[src/rtl/proj_calc_sequencer_pkg.sv]
// Shared constants and state encoding for the projection/compress sequencer
// and the accumulate/compress datapath that decodes its beat counter.
package proj_calc_sequencer_pkg;

  localparam int LAST_BEAT = 69;
  localparam int CNT_W     = $clog2(LAST_BEAT);
  localparam int FRM_W     = 16;

  localparam logic [CNT_W-1:0] LOAD_CNT = CNT_W'(35);
  localparam logic [CNT_W-1:0] ADD1_CNT = CNT_W'(51);
  localparam logic [CNT_W-1:0] ADD2_CNT = CNT_W'(67);
  localparam logic [CNT_W-1:0] LAST_CNT = CNT_W'(LAST_BEAT);

  typedef enum logic [1:0] {
    ST_IDLE  = 2'd0,
    ST_RUN   = 2'd1,
    ST_DRAIN = 2'd2,
    ST_DONE  = 2'd3
  } state_e;

  // Returns {is_load_beat, is_add_beat} for a counter value.
  function automatic logic [1:0] beat_decode(input logic [CNT_W-1:0] c);
    beat_decode = {c == LOAD_CNT, (c == ADD1_CNT) || (c == ADD2_CNT)};
  endfunction

endpackage

[src/rtl/proj_calc_sequencer_if.sv]
// Control/handshake bundle between the sequencer and its environment.
interface proj_calc_sequencer_if;
  import proj_calc_sequencer_pkg::*;

  // Handshakes: a beat transfers on a cycle where in_vld & in_rdy (dp_vld);
  // the result transfers on a cycle where out_vld & out_rdy. A valid, once
  // raised by its source, is never dropped before the matching ready.
  logic             start;
  logic             abort;
  logic             in_vld;
  logic             in_rdy;
  logic             dp_vld;
  logic [CNT_W-1:0] cnt;
  logic             acc_load;
  logic             acc_add;
  logic             ans_latch;
  logic             out_vld;
  logic             out_rdy;
  logic             busy;
  logic             err;
  logic [FRM_W-1:0] frm_cnt;
  state_e           dbg_state;

  modport master (
    output start, abort, in_vld, out_rdy,
    input  in_rdy, dp_vld, cnt, acc_load, acc_add, ans_latch,
           out_vld, busy, err, frm_cnt, dbg_state
  );

  modport slave (
    input  start, abort, in_vld, out_rdy,
    output in_rdy, dp_vld, cnt, acc_load, acc_add, ans_latch,
           out_vld, busy, err, frm_cnt, dbg_state
  );
endinterface

[src/rtl/proj_calc_sequencer.sv]
// Beat counter, pass FSM and beat decodes for one projection/compress pass
// of the three-lane dot-product accumulate datapath.
module proj_calc_sequencer
  import proj_calc_sequencer_pkg::*;
(
  input  logic                  clk,
  input  logic                  rst_n,
  proj_calc_sequencer_if.slave  bus
);

  state_e           state;
  logic [CNT_W-1:0] cnt_q;
  logic             out_vld_q;
  logic             err_q;
  logic [FRM_W-1:0] frm_q;
  logic             in_rdy_c;
  logic             dp_vld_c;
  logic [1:0]       dec;

  always_ff @(posedge clk or negedge rst_n) begin
    if (!rst_n) begin
      state     <= ST_IDLE;
      cnt_q     <= '0;
      out_vld_q <= 1'b0;
      err_q     <= 1'b0;
      frm_q     <= '0;
    end else begin
      err_q <= 1'b0;
      if (bus.abort && state != ST_IDLE) begin
        // Abort wins over every transition; only an in-flight pass flags err.
        state     <= ST_IDLE;
        cnt_q     <= '0;
        out_vld_q <= 1'b0;
        err_q     <= (state == ST_RUN) || (state == ST_DRAIN);
      end else begin
        case (state)
          ST_IDLE: begin
            cnt_q <= '0;
            if (bus.start) state <= ST_RUN;
          end
          ST_RUN: begin
            if (bus.in_vld) begin
              cnt_q <= cnt_q + CNT_W'(1);
              if (cnt_q == ADD2_CNT) state <= ST_DRAIN;
            end
          end
          ST_DRAIN: begin
            if (cnt_q == LAST_CNT) begin
              state     <= ST_DONE;
              cnt_q     <= '0;
              out_vld_q <= 1'b1;
            end else begin
              cnt_q <= cnt_q + CNT_W'(1);
            end
          end
          ST_DONE: begin
            if (bus.out_rdy) begin
              frm_q     <= frm_q + FRM_W'(1);
              out_vld_q <= 1'b0;
              state     <= bus.start ? ST_RUN : ST_IDLE;
            end
          end
          default: begin
            state <= ST_IDLE;
            cnt_q <= '0;
          end
        endcase
      end
    end
  end

  always_comb begin
    in_rdy_c = (state == ST_RUN);
    dp_vld_c = bus.in_vld & in_rdy_c;
    dec      = beat_decode(cnt_q);
  end

  assign bus.in_rdy    = in_rdy_c;
  assign bus.dp_vld    = dp_vld_c;
  assign bus.cnt       = cnt_q;
  assign bus.acc_load  = dp_vld_c & dec[1];
  assign bus.acc_add   = dp_vld_c & dec[0];
  assign bus.ans_latch = (cnt_q == LAST_CNT);
  assign bus.out_vld   = out_vld_q;
  assign bus.busy      = (state == ST_RUN) || (state == ST_DRAIN);
  assign bus.err       = err_q;
  assign bus.frm_cnt   = frm_q;
  assign bus.dbg_state = state;

endmodule

[src/flat_wrapper.sv]
// flat-port wrapper written by rule: the top's interface ports become plain ports
module proj_calc_sequencer_flat import proj_calc_sequencer_pkg::*;
  (clk, rst_n, bus_start, bus_abort, bus_in_vld, bus_out_rdy, bus_in_rdy, bus_dp_vld, bus_cnt, bus_acc_load, bus_acc_add, bus_ans_latch, bus_out_vld, bus_busy, bus_err, bus_frm_cnt, bus_dbg_state);
  proj_calc_sequencer_if bus_i ();
  input  logic clk;
  input  logic rst_n;
  input wire logic [$bits(bus_i.start)-1:0] bus_start;
  input wire logic [$bits(bus_i.abort)-1:0] bus_abort;
  input wire logic [$bits(bus_i.in_vld)-1:0] bus_in_vld;
  input wire logic [$bits(bus_i.out_rdy)-1:0] bus_out_rdy;
  output wire logic [$bits(bus_i.in_rdy)-1:0] bus_in_rdy;
  output wire logic [$bits(bus_i.dp_vld)-1:0] bus_dp_vld;
  output wire logic [$bits(bus_i.cnt)-1:0] bus_cnt;
  output wire logic [$bits(bus_i.acc_load)-1:0] bus_acc_load;
  output wire logic [$bits(bus_i.acc_add)-1:0] bus_acc_add;
  output wire logic [$bits(bus_i.ans_latch)-1:0] bus_ans_latch;
  output wire logic [$bits(bus_i.out_vld)-1:0] bus_out_vld;
  output wire logic [$bits(bus_i.busy)-1:0] bus_busy;
  output wire logic [$bits(bus_i.err)-1:0] bus_err;
  output wire logic [$bits(bus_i.frm_cnt)-1:0] bus_frm_cnt;
  output wire logic [$bits(bus_i.dbg_state)-1:0] bus_dbg_state;
  assign bus_i.start = bus_start;
  assign bus_i.abort = bus_abort;
  assign bus_i.in_vld = bus_in_vld;
  assign bus_i.out_rdy = bus_out_rdy;
  assign bus_in_rdy = bus_i.in_rdy;
  assign bus_dp_vld = bus_i.dp_vld;
  assign bus_cnt = bus_i.cnt;
  assign bus_acc_load = bus_i.acc_load;
  assign bus_acc_add = bus_i.acc_add;
  assign bus_ans_latch = bus_i.ans_latch;
  assign bus_out_vld = bus_i.out_vld;
  assign bus_busy = bus_i.busy;
  assign bus_err = bus_i.err;
  assign bus_frm_cnt = bus_i.frm_cnt;
  assign bus_dbg_state = bus_i.dbg_state;
  proj_calc_sequencer u_core (.clk(clk), .rst_n(rst_n), .bus(bus_i));
endmodule
[config.mk]
export PLATFORM = sky130hd
export DESIGN_NAME = proj_calc_sequencer_flat
export DESIGN_NICKNAME = d
export VERILOG_FILES = /design/src/rtl/proj_calc_sequencer_pkg.sv /design/src/rtl/proj_calc_sequencer_if.sv /design/src/rtl/proj_calc_sequencer.sv /design/src/flat_wrapper.sv
export SDC_FILE = /design/constraint.sdc
export NUM_CORES = 1
export LEC_CHECK = 0
export BUFFER_PORTS_ARGS = -buffer_cell sky130_fd_sc_hd__buf_4
export CORE_MARGIN = 4
export CORE_UTILIZATION = 55
export DETAILED_ROUTE_END_ITERATION = 8
export PLACE_DENSITY_LB_ADDON = 0.05
export SLEW_MARGIN = 20
export SYNTH_ARGS = -nofsm -noshare
export SYNTH_HDL_FRONTEND = slang
export SYNTH_SLANG_ARGS = --single-unit
[constraint.sdc]
create_clock -name clk -period 3.28 [get_ports clk]
set_input_delay 0.164 -clock clk [delete_from_list [all_inputs] [get_ports clk]]
set_output_delay 0.164 -clock clk [all_outputs]
set_load 0.01 [all_outputs]
== Word-level counts from Yosys, hierarchy flattened ==
Index checks and enable logic that the tools add are counted.
W data, S select, Z words.
Word-level totals
  flip-flop bits (word level): 27
  latch bits: 0
  memory bits (writable): 0
  bits in read-only memories: 0
  bits of input ports: 6
  word-level logic and storage cells: 51
  memories: 0
Operators by class
  add/sub/neg operators: 2
  multiply operators: 0
  div/mod/pow operators: 0
  $lt $le $gt $ge: 0
  equal/unequal tests: 12
  shift-type cells: 0
  muxes and demuxes: 17
  bitwise gates (word level): 4
  reduce and logical (&&, ||, !) cells: 11
Operators with widths (count)
  $mux W7: 3
  $pmux W7 S3: 1
  $add A16 B1 Y16 const B: 1
  $eq A7 B6 Y1 const B: 2
  $eq A7 B7 Y1 const B: 2
  $mux W2: 6
  $ne A3 B2 Y1 const B: 4
  $pmux W2 S4: 1
  $add A7 B1 Y7 const B: 1
  $reduce_and A3 Y1: 2
  $mux W1: 5
  $reduce_and A5 Y1: 1
  $eq A2 B2 Y1 const B: 2
  $reduce_bool A4 Y1: 1
  $and A1 B1 Y1: 3
  $ne A3 B1 Y1 const B: 1
  $reduce_bool A3 Y1: 1
  $eq A2 B1 Y1 const B: 1
  $logic_not A2 Y1: 1
  $logic_or A1 B1 Y1: 2
  $pmux W1 S2: 1
  $reduce_and A2 Y1: 1
  $reduce_bool A2 Y1: 1
  $logic_and A1 B1 Y1: 1
  $not A1 Y1: 1

== Depth between registers and ports, before layout ==
Gate-level depths: netlist of run 1.
  word-level depth: 5
  mapped depth: 7
  mapped depth without buffers: 6

== Least setup slack after synthesis of run 1 ==
Ideal clock, no wire load.
  path kind: flip-flop to output port
  from: reg u_core.state[1] (netlist: u_core.bus.dbg_state[1])
  to: out bus_acc_load
  data arrival time: 1987 ps
  data required time: 3116 ps
  path slack: 1129 ps
  stages on the path, launching flop included: 7
  cell sequence: dfrtp_1 inv_1 ha_1 clkbuf_1 nand2_1 or3_1 nor4b_1
On the way
  cells in the longest elaborated chain, start to end: 3
RTL lines
  from (decl): RTL line proj_calc_sequencer.sv:11  | state_e state;
  from (signal assigned): RTL line proj_calc_sequencer.sv:60  | state <= bus.start ? ST_RUN : ST_IDLE;
  $eq A2 B1 Y1: RTL line proj_calc_sequencer.sv:73  | in_rdy_c = (state == ST_RUN);
  via bus_in_rdy: RTL line flat_wrapper.sv:11  | output wire logic [$bits(bus_i.in_rdy)-1:0] bus_in_rdy;
  $and A1 B1 Y1: RTL line proj_calc_sequencer.sv:74  | dp_vld_c = bus.in_vld & in_rdy_c;
  $and A1 B1 Y1: RTL line proj_calc_sequencer.sv:81  | assign bus.acc_load = dp_vld_c & dec[1];
  to (decl): RTL line flat_wrapper.sv:14  | output wire logic [$bits(bus_i.acc_load)-1:0] bus_acc_load;
The timed path passes the listed nets, and every way through them passes these cells.

== Worst setup path after layout of run 1 ==
  from: reg u_core.state[1] (netlist: u_core.bus.dbg_state[1])
  to: out bus_acc_load
On the way
  cells in the longest elaborated chain, start to end: 3
RTL lines (RTL line)
  $eq A2 B1 Y1: proj_calc_sequencer.sv:73
  $and A1 B1 Y1: proj_calc_sequencer.sv:74
  $and A1 B1 Y1: proj_calc_sequencer.sv:81
No other way between the ends.

==> results.yml, run 1 <==
grt:
  grt_first_pass_wirelength_um: 5899
  antenna_found_initial: 0
  grt_max_degree: 28
  grt_overflow_total: 0
  grt_usage_pct: 20.82
  grt_pass1_vias: 1270
die:
  die_h_um: 61.26
  die-width_um: 61.26
  num_rows: 19
  die-area_um2: 3753
  io_pins: 39
  start_util_pct: 57.07
  core_um2: 2734
route:
  drt_iter0_drc: 81
  wire_per_inst_um: 15.15
  vias: 1318
  wl_um: 3500
  vias_per_cell: 5.706
  drc: 0
  final_antenna_net_count: 0
  first_pass_iters: 5
hold_path:
  min_path_cells: 4
  holdPathEnd: "u_core.bus.out_vld$_DFFE_PN0P_"
  holdCritPathClass: "input port to flop"
  hp-start: "bus_out_rdy"
layout:
  area_delta_synth_final_pct: 21.81
  drive_gt1_share_pct: 23.50
  antennaDiodeCount: 0
  stdcell_count: 231
  finalNetCount: 215
  fin_util_pct: 69.52
critical_path:
  reg2reg_slack_ns: 0.97
  crit_type: "flop to output port"
  endpoint_kind: "output port"
  crit_arrival_ns: 2.38
  r2r-start: "u_core.bus.dbg_state[1]$_DFFE_PN0P_"
  r2r_cells: 6
  r2r-end: "u_core.bus.frm_cnt[13]$_DFFE_PN0P_"
  cp.required_ns: 3.12
  crit_path_start_kind: "flop"
  critPathMaxFanout: 11
synth:
  yosys-top-cells-count: "dfrtp_1, nand2_1, xnor2_1"
  ys.flop_type: "dfrtp_1"
  synth_top_area_share_pct: 43.30
  synth_most_common_cell: "dfrtp_1"
  synth_warnings: 0
  synth.avg_cell_area_um2: 9.691
  synth-async-reset-ratio_pct: 100.0
  synthesis.nets: 175
  syn-cell-area_um2: 1560
  postSynthCellCount: 161
  yosysSeqAreaShare_pct: 43.30
  ys_ff_latch: 27
  synth_area_leaders: "dfrtp_1, ha_1, xnor2_1"
  synth_enable_flop_cells: 0
  yosysTopAreaCell: "dfrtp_1"
  synth_cell_types: 44
timing:
  fin_crit_sh_pct: 77.55
  slew_violations: 0
  worst-slew-pin-transition_ns: 0.9417
  skew_ns: 0.004826
  fmax_mhz: 393.2
  hold_viol_final: 0
  worst_slew_margin_rel_pct: 36.64
  fin_hold_ws_ns: 0.1660
  tns_ns: 0
  fin_crit_ns: 2.543
  setup_viol: 0
  rsz0062_at_grt: "no"
placement:
  gp_congestion: 0.9346
  place_inst: 226
  port_buffers: 38
  dpl.hpwl_um: 2616
clock_tree:
  numCtsBuffers: 3
  insertion_delay_ns: 0.33
  cts_tree: "yes"
  path_clk_slew_ns: 0.16
  htreeDepth: 1
  clockBufferDepth: 2
  cts-root-buf: "clkbuf_4"
  clkSinkCount: 27
power:
  sw_frac_of_total_pct: 40.68
  p_seq_share_pct: 40.5
  power.switching_mw: 0.4215
  p_leak_nw: 0.8778
  comb_power_share_pct: 44.8
  powerDensity_nw_per_um2: 545.1
  clkPwrFrac_pct: 14.7
  cell_internal_pwr_mw: 0.6146
  vdd_ir_drop_max_mv: 0.4926
  finalPower_mw: 1.036
run_status:
  run_status: "complete, no violations"
run:
  drv_cap: 0
## cell usage in the layout (no fill, tap or decap), types with 2 or more instances in the layout
master and n:
ha_1 8, nor2_1 8, xnor2_1 10, inv_1 8, nor2b_1 2, o2111ai_1 4, o21ai_0 5, dfrtp_1 27
nand4_1 5, nor3_1 5, nand3_1 6, buf_4 38, nand2_1 20, and2_1 2, xor2_1 5, o21a_1 3
or4b_1 2, a21oi_1 5, nand3b_1 2, o211ai_1 4, o22ai_1 2, and3_1 2, nand2b_1 3, clkbuf_4 3
## worst max path at each step
stage / from / end / slack [ns] / cells after the start
3_3_place_gp: u_core.bus.dbg_state[0]$_DFFE_PN0P_ / u_core.bus.frm_cnt[15]$_DFFE_PN0P_ / 1.17 / 6
5_1_grt: u_core.bus.dbg_state[1]$_DFFE_PN0P_ / bus_acc_load / 0.49 / 6
3_5_place_dp: u_core.bus.dbg_state[1]$_DFFE_PN0P_ / u_core.bus.frm_cnt[13]$_DFFE_PN0P_ / 0.95 / 6
6_report: u_core.bus.dbg_state[1]$_DFFE_PN0P_ / bus_acc_load / 0.74 / 6
4_1_cts: u_core.bus.dbg_state[1]$_DFFE_PN0P_ / bus_acc_load / 0.76 / 6
2_1_floorplan: u_core.bus.dbg_state[1]$_DFFE_PN0P_ / bus_acc_load / 1.13 / 6
## worst max-delay path, stage by stage, from the launching register on
cell and delay [ns]:
dfrtp_1 0.49, inv_1 0.15, ha_1 0.41, nand2_1 0.12
or3_1 0.40, nor4b_1 0.29, buf_4 0.18
## flip-flops by register name (all words and copies together) (netlist names)
| register | flops |
|---|---|
| u_core.bus.err | 1 |
| u_core.bus.cnt | 7 |
| u_core.bus.frm_cnt | 16 |
| u_core.bus.dbg_state | 2 |
| u_core.bus.out_vld | 1 |
## metrics by stage
| step | instance area (um2) | setup slack (ns) |
|---|---|---|
| floorplan | 1560 | 1.129 |
| global placement | 1861 | 1.168 |
| detailed placement | 1861 | 0.9481 |
| CTS | 1901 | 0.7644 |
| global route | 1901 | 0.4915 |
| finish | 1901 | 0.7365 |
## timing repair
action,4_1_cts,5_1_grt
endpoints found under the hold margin,27,0
hold buffers,1,0
buffers inserted,0,0
gates resized for setup,0,0
## power groups by stage
stage | Combinational (mW) | Sequential (mW) | Clock, mW
after floorplan | 0.283 | 0.435 | 0
after global placement | 0.458 | 0.421 | 0
after detailed placement | 0.463 | 0.427 | 0
after CTS | 0.467 | 0.420 | 0.159
after global routing | 0.520 | 0.429 | 0.171
final | 0.465 | 0.420 | 0.152
## final cells by class
| cell class | instances | area, um2 |
|---|---|---|
| Clock inverter | 1 | 7.507 |
| Timing Repair Buffer | 39 | 295.3 |
| Tap cell | 31 | 38.79 |
| Fill cell | 236 | 833.3 |
| Sequential cell | 27 | 675.6 |
| Inverter | 8 | 30.03 |
| Clock buffer | 3 | 22.52 |
| Multi-Input combinational cell | 122 | 830.8 |
## routing by layer
| layer | vias up | global-route usage, % | share of wire (%) |
|---|---|---|---|
| met5 | - | 0 | 0 |
| met4 | 0 | 6.502 | 0 |
| met3 | 0 | 3.145 | 5.9 |
| met2 | 35 | 34.29 | 51 |
| met1 | 628 | 28.14 | 43 |
| li1 | 655 | - | - |
## kinds of logic (layout without fill, tap and decap cells)
| group | after synthesis | after routing | synth area share [%] |
|---|---|---|---|
| DFF | 27 | 27 | 43.30 |
| buffers and inverters | 12 | 51 | 3.448 |
| adders and majority gates | 8 | 8 | 6.416 |
| xor gates and xnor gates | 15 | 15 | 8.420 |
| AOI/OAI and AO/OA | 33 | 33 | 15.40 |
| muxes | 2 | 2 | 1.363 |
| and+or+nand+nor | 64 | 64 | 21.65 |
No activity file was read; power rests on OpenSTA's default activity.
==> inputs of run 2 (changes only) <==
--- a/config.mk
+++ b/config.mk
@@ -7,7 +7,7 @@
 export LEC_CHECK = 0
 export BUFFER_PORTS_ARGS = -buffer_cell sky130_fd_sc_hd__buf_4
 export CORE_MARGIN = 4
-export CORE_UTILIZATION = 55
+export CORE_UTILIZATION = 52
 export DETAILED_ROUTE_END_ITERATION = 8
 export PLACE_DENSITY_LB_ADDON = 0.05
 export SLEW_MARGIN = 20
==> constraint.sdc (replaced) <==
create_clock -name clk -period 2.49 [get_ports clk]
set_input_delay 0.1245 -clock clk [delete_from_list [all_inputs] [get_ports clk]]
set_output_delay 0.1245 -clock clk [all_outputs]
set_load 0.01 [all_outputs]
==> run 2 against run 1 <==
  * Design area up 0.53%
  * Die area is 5.0% higher
  * Hold slack lost 0.023 ns
  * Flip-flop and latch count stayed put
  * Largest power group unchanged
==> results.yml, run 2 (same netlist as run 1, synthesis figures left out) <==
run_status:
  run_status: "complete, no violations"
die:
  num_rows: 19
  start_util_pct: 55.62
  core_um2: 2805
  die-area_um2: 3941
  io_pins: 39
  die_h_um: 62.78
  die-width_um: 62.78
grt:
  grt_usage_pct: 18.21
  grt_overflow_total: 0
  grt_max_degree: 28
  grt_pass1_vias: 1300
  antenna_found_initial: 0
  grt_first_pass_wirelength_um: 5934
run:
  drv_cap: 0
power:
  vdd_ir_drop_max_mv: 0.7084
  p_leak_nw: 0.8819
  powerDensity_nw_per_um2: 722.5
placement:
  placed_area_um2: 1868
  gp_congestion: 0.9604
  place_inst: 227
  dpl.hpwl_um: 2498
  port_buffers: 38
layout:
  drive_gt1_share_pct: 24.38
  stdcell_count: 232
  antennaDiodeCount: 0
  area_delta_synth_final_pct: 22.45
  finalNetCount: 216
  final_common_cell: "buf_4"
  largest_reg_flops: 16
  most-common-layout-cells: "buf_4, dfrtp_1, nand2_1"
  final_area_um2: 1911
timing:
  fin_crit_ns: 2.343
  worst_slew_margin_rel_pct: 55.97
  fin_crit_sh_pct: 94.08
  fmax_mhz: 426.9
  rsz0062_at_grt: "no"
  setup_viol: 0
  skew_ns: 0.001716
  hold_viol_final: 0
  worst-slew-pin-transition_ns: 0.6604
  tns_ns: 0
  slew_violations: 0
route:
  wl_um: 3423
  drc: 0
  drt_iter0_drc: 83
  wire_per_inst_um: 14.75
  first_pass_iters: 4
  vias: 1373
  final_antenna_net_count: 0
  vias_per_cell: 5.918
clock_tree:
  clockBufferDepth: 2
  cts-root-buf: "clkbuf_4"
  path_clk_slew_ns: 0.15
  numCtsBuffers: 3
  insertion_delay_ns: 0.32
  cts_tree: "yes"
  clkSinkCount: 27
  post-cts-setup-buffers: 0
  htreeDepth: 1
critical_path:
  crit_path_start_kind: "flop"
  r2r-start: "u_core.bus.dbg_state[0]$_DFFE_PN0P_"
  reg2reg_slack_ns: 0.34
  crit_type: "flop to output port"
  cpPeakStageDelay_ns: 0.50
  critPathMaxFanout: 11
  r2r_cells: 6
  crit_chain: "inv_1, ha_2, nand2_1, or3_1, nor4b_1, buf_4"
  r2r-end: "u_core.bus.frm_cnt[12]$_DFFE_PN0P_"
  endpoint_kind: "output port"
  crit_arrival_ns: 2.22
  cpMaxStageDelayCell: "dfrtp_1"
  cp.required_ns: 2.37
hold_path:
  hp-start: "bus_out_rdy"
  holdPathEnd: "u_core.bus.out_vld$_DFFE_PN0P_"
  holdCritPathClass: "input port to flop"
  min_path_cells: 4
## run 2: worst max-delay path by stage
| stage | from | endpoint | slack, ns | cells past startpoint |
|---|---|---|---|---|
| detailed placement | u_core.bus.dbg_state[0]$_DFFE_PN0P_ | u_core.bus.frm_cnt[12]$_DFFE_PN0P_ | 0.40 | 6 |
| CTS | u_core.bus.dbg_state[1]$_DFFE_PN0P_ | bus_acc_load | 0.05 | 6 |
| floorplan | u_core.bus.dbg_state[1]$_DFFE_PN0P_ | bus_acc_load | 0.38 | 6 |
| global route | u_core.bus.dbg_state[1]$_DFFE_PN0P_ | bus_acc_load | 0.03 | 6 |
| finish | u_core.bus.dbg_state[1]$_DFFE_PN0P_ | bus_acc_load | 0.15 | 6 |
| global placement | u_core.bus.dbg_state[1]$_DFFE_PN0P_ | u_core.bus.cnt[0]$_DFFE_PN0P_ | 0.48 | 6 |
## run 2: metrics by stage
| step | setup slack (ns) | util, % | total power [mW] | hold slack, ns |
|---|---|---|---|---|
| detailed placement | 0.3953 | 66.59 | 1.173 | 0.05802 |
| finish | 0.1473 | 68.11 | 1.380 | 0.1431 |
| floorplan | 0.3781 | - | 0.9461 | -0.1711 |
| global placement | 0.4836 | 66.59 | 1.153 | 0.05344 |
| global route | 0.02814 | 68.11 | 1.473 | 0.1485 |
| CTS | 0.04800 | 68.02 | 1.377 | 0.1308 |
## run 2: report_power, final
group / internal, mW / leakage [nW] / total, mW / switching [mW]
Clock: 0.0614 / 0.0139 / 0.198 / 0.136
Combinational: 0.264 / 0.497 / 0.627 / 0.363
Sequential: 0.487 / 0.371 / 0.555 / 0.0687
Total: 0.812 / 0.882 / 1.38 / 0.568
## run 2: layer usage
metal | GRT usage [%] | vias up | share of wire [%]
li1 | - | 659 | -
met1 | 25.17 | 658 | 47
met2 | 29.03 | 52 | 47
met3 | 3.058 | 4 | 5.7
met4 | 5.785 | 0 | 0.79
met5 | 0 | - | 0
## run 2: layout make-up
type	count	area, um2
multi-input cells	122	833.3
fillers	219	894.6
clock buffers	3	22.52
inverters	8	30.03
flip-flops and latches	27	675.6
clock inverters	1	7.507
repair buffers	40	302.8
well taps	31	38.79
## run 2: repair_timing
| item | in CTS | in global routing |
|---|---|---|
| resized for setup | 0 | 1 |
| endpoints found under the hold margin | 27 | 0 |
| hold buffers | 1 | 0 |
| setup endpoints to repair | 0 | 2 |
## run 2: critical path, delay by kind of cell, from the launching register on
family,cells,cell delay (ns)
simple gates,3,0.76
buf+inv,2,0.32
fa+ha+maj,1,0.32
flops,1,0.50
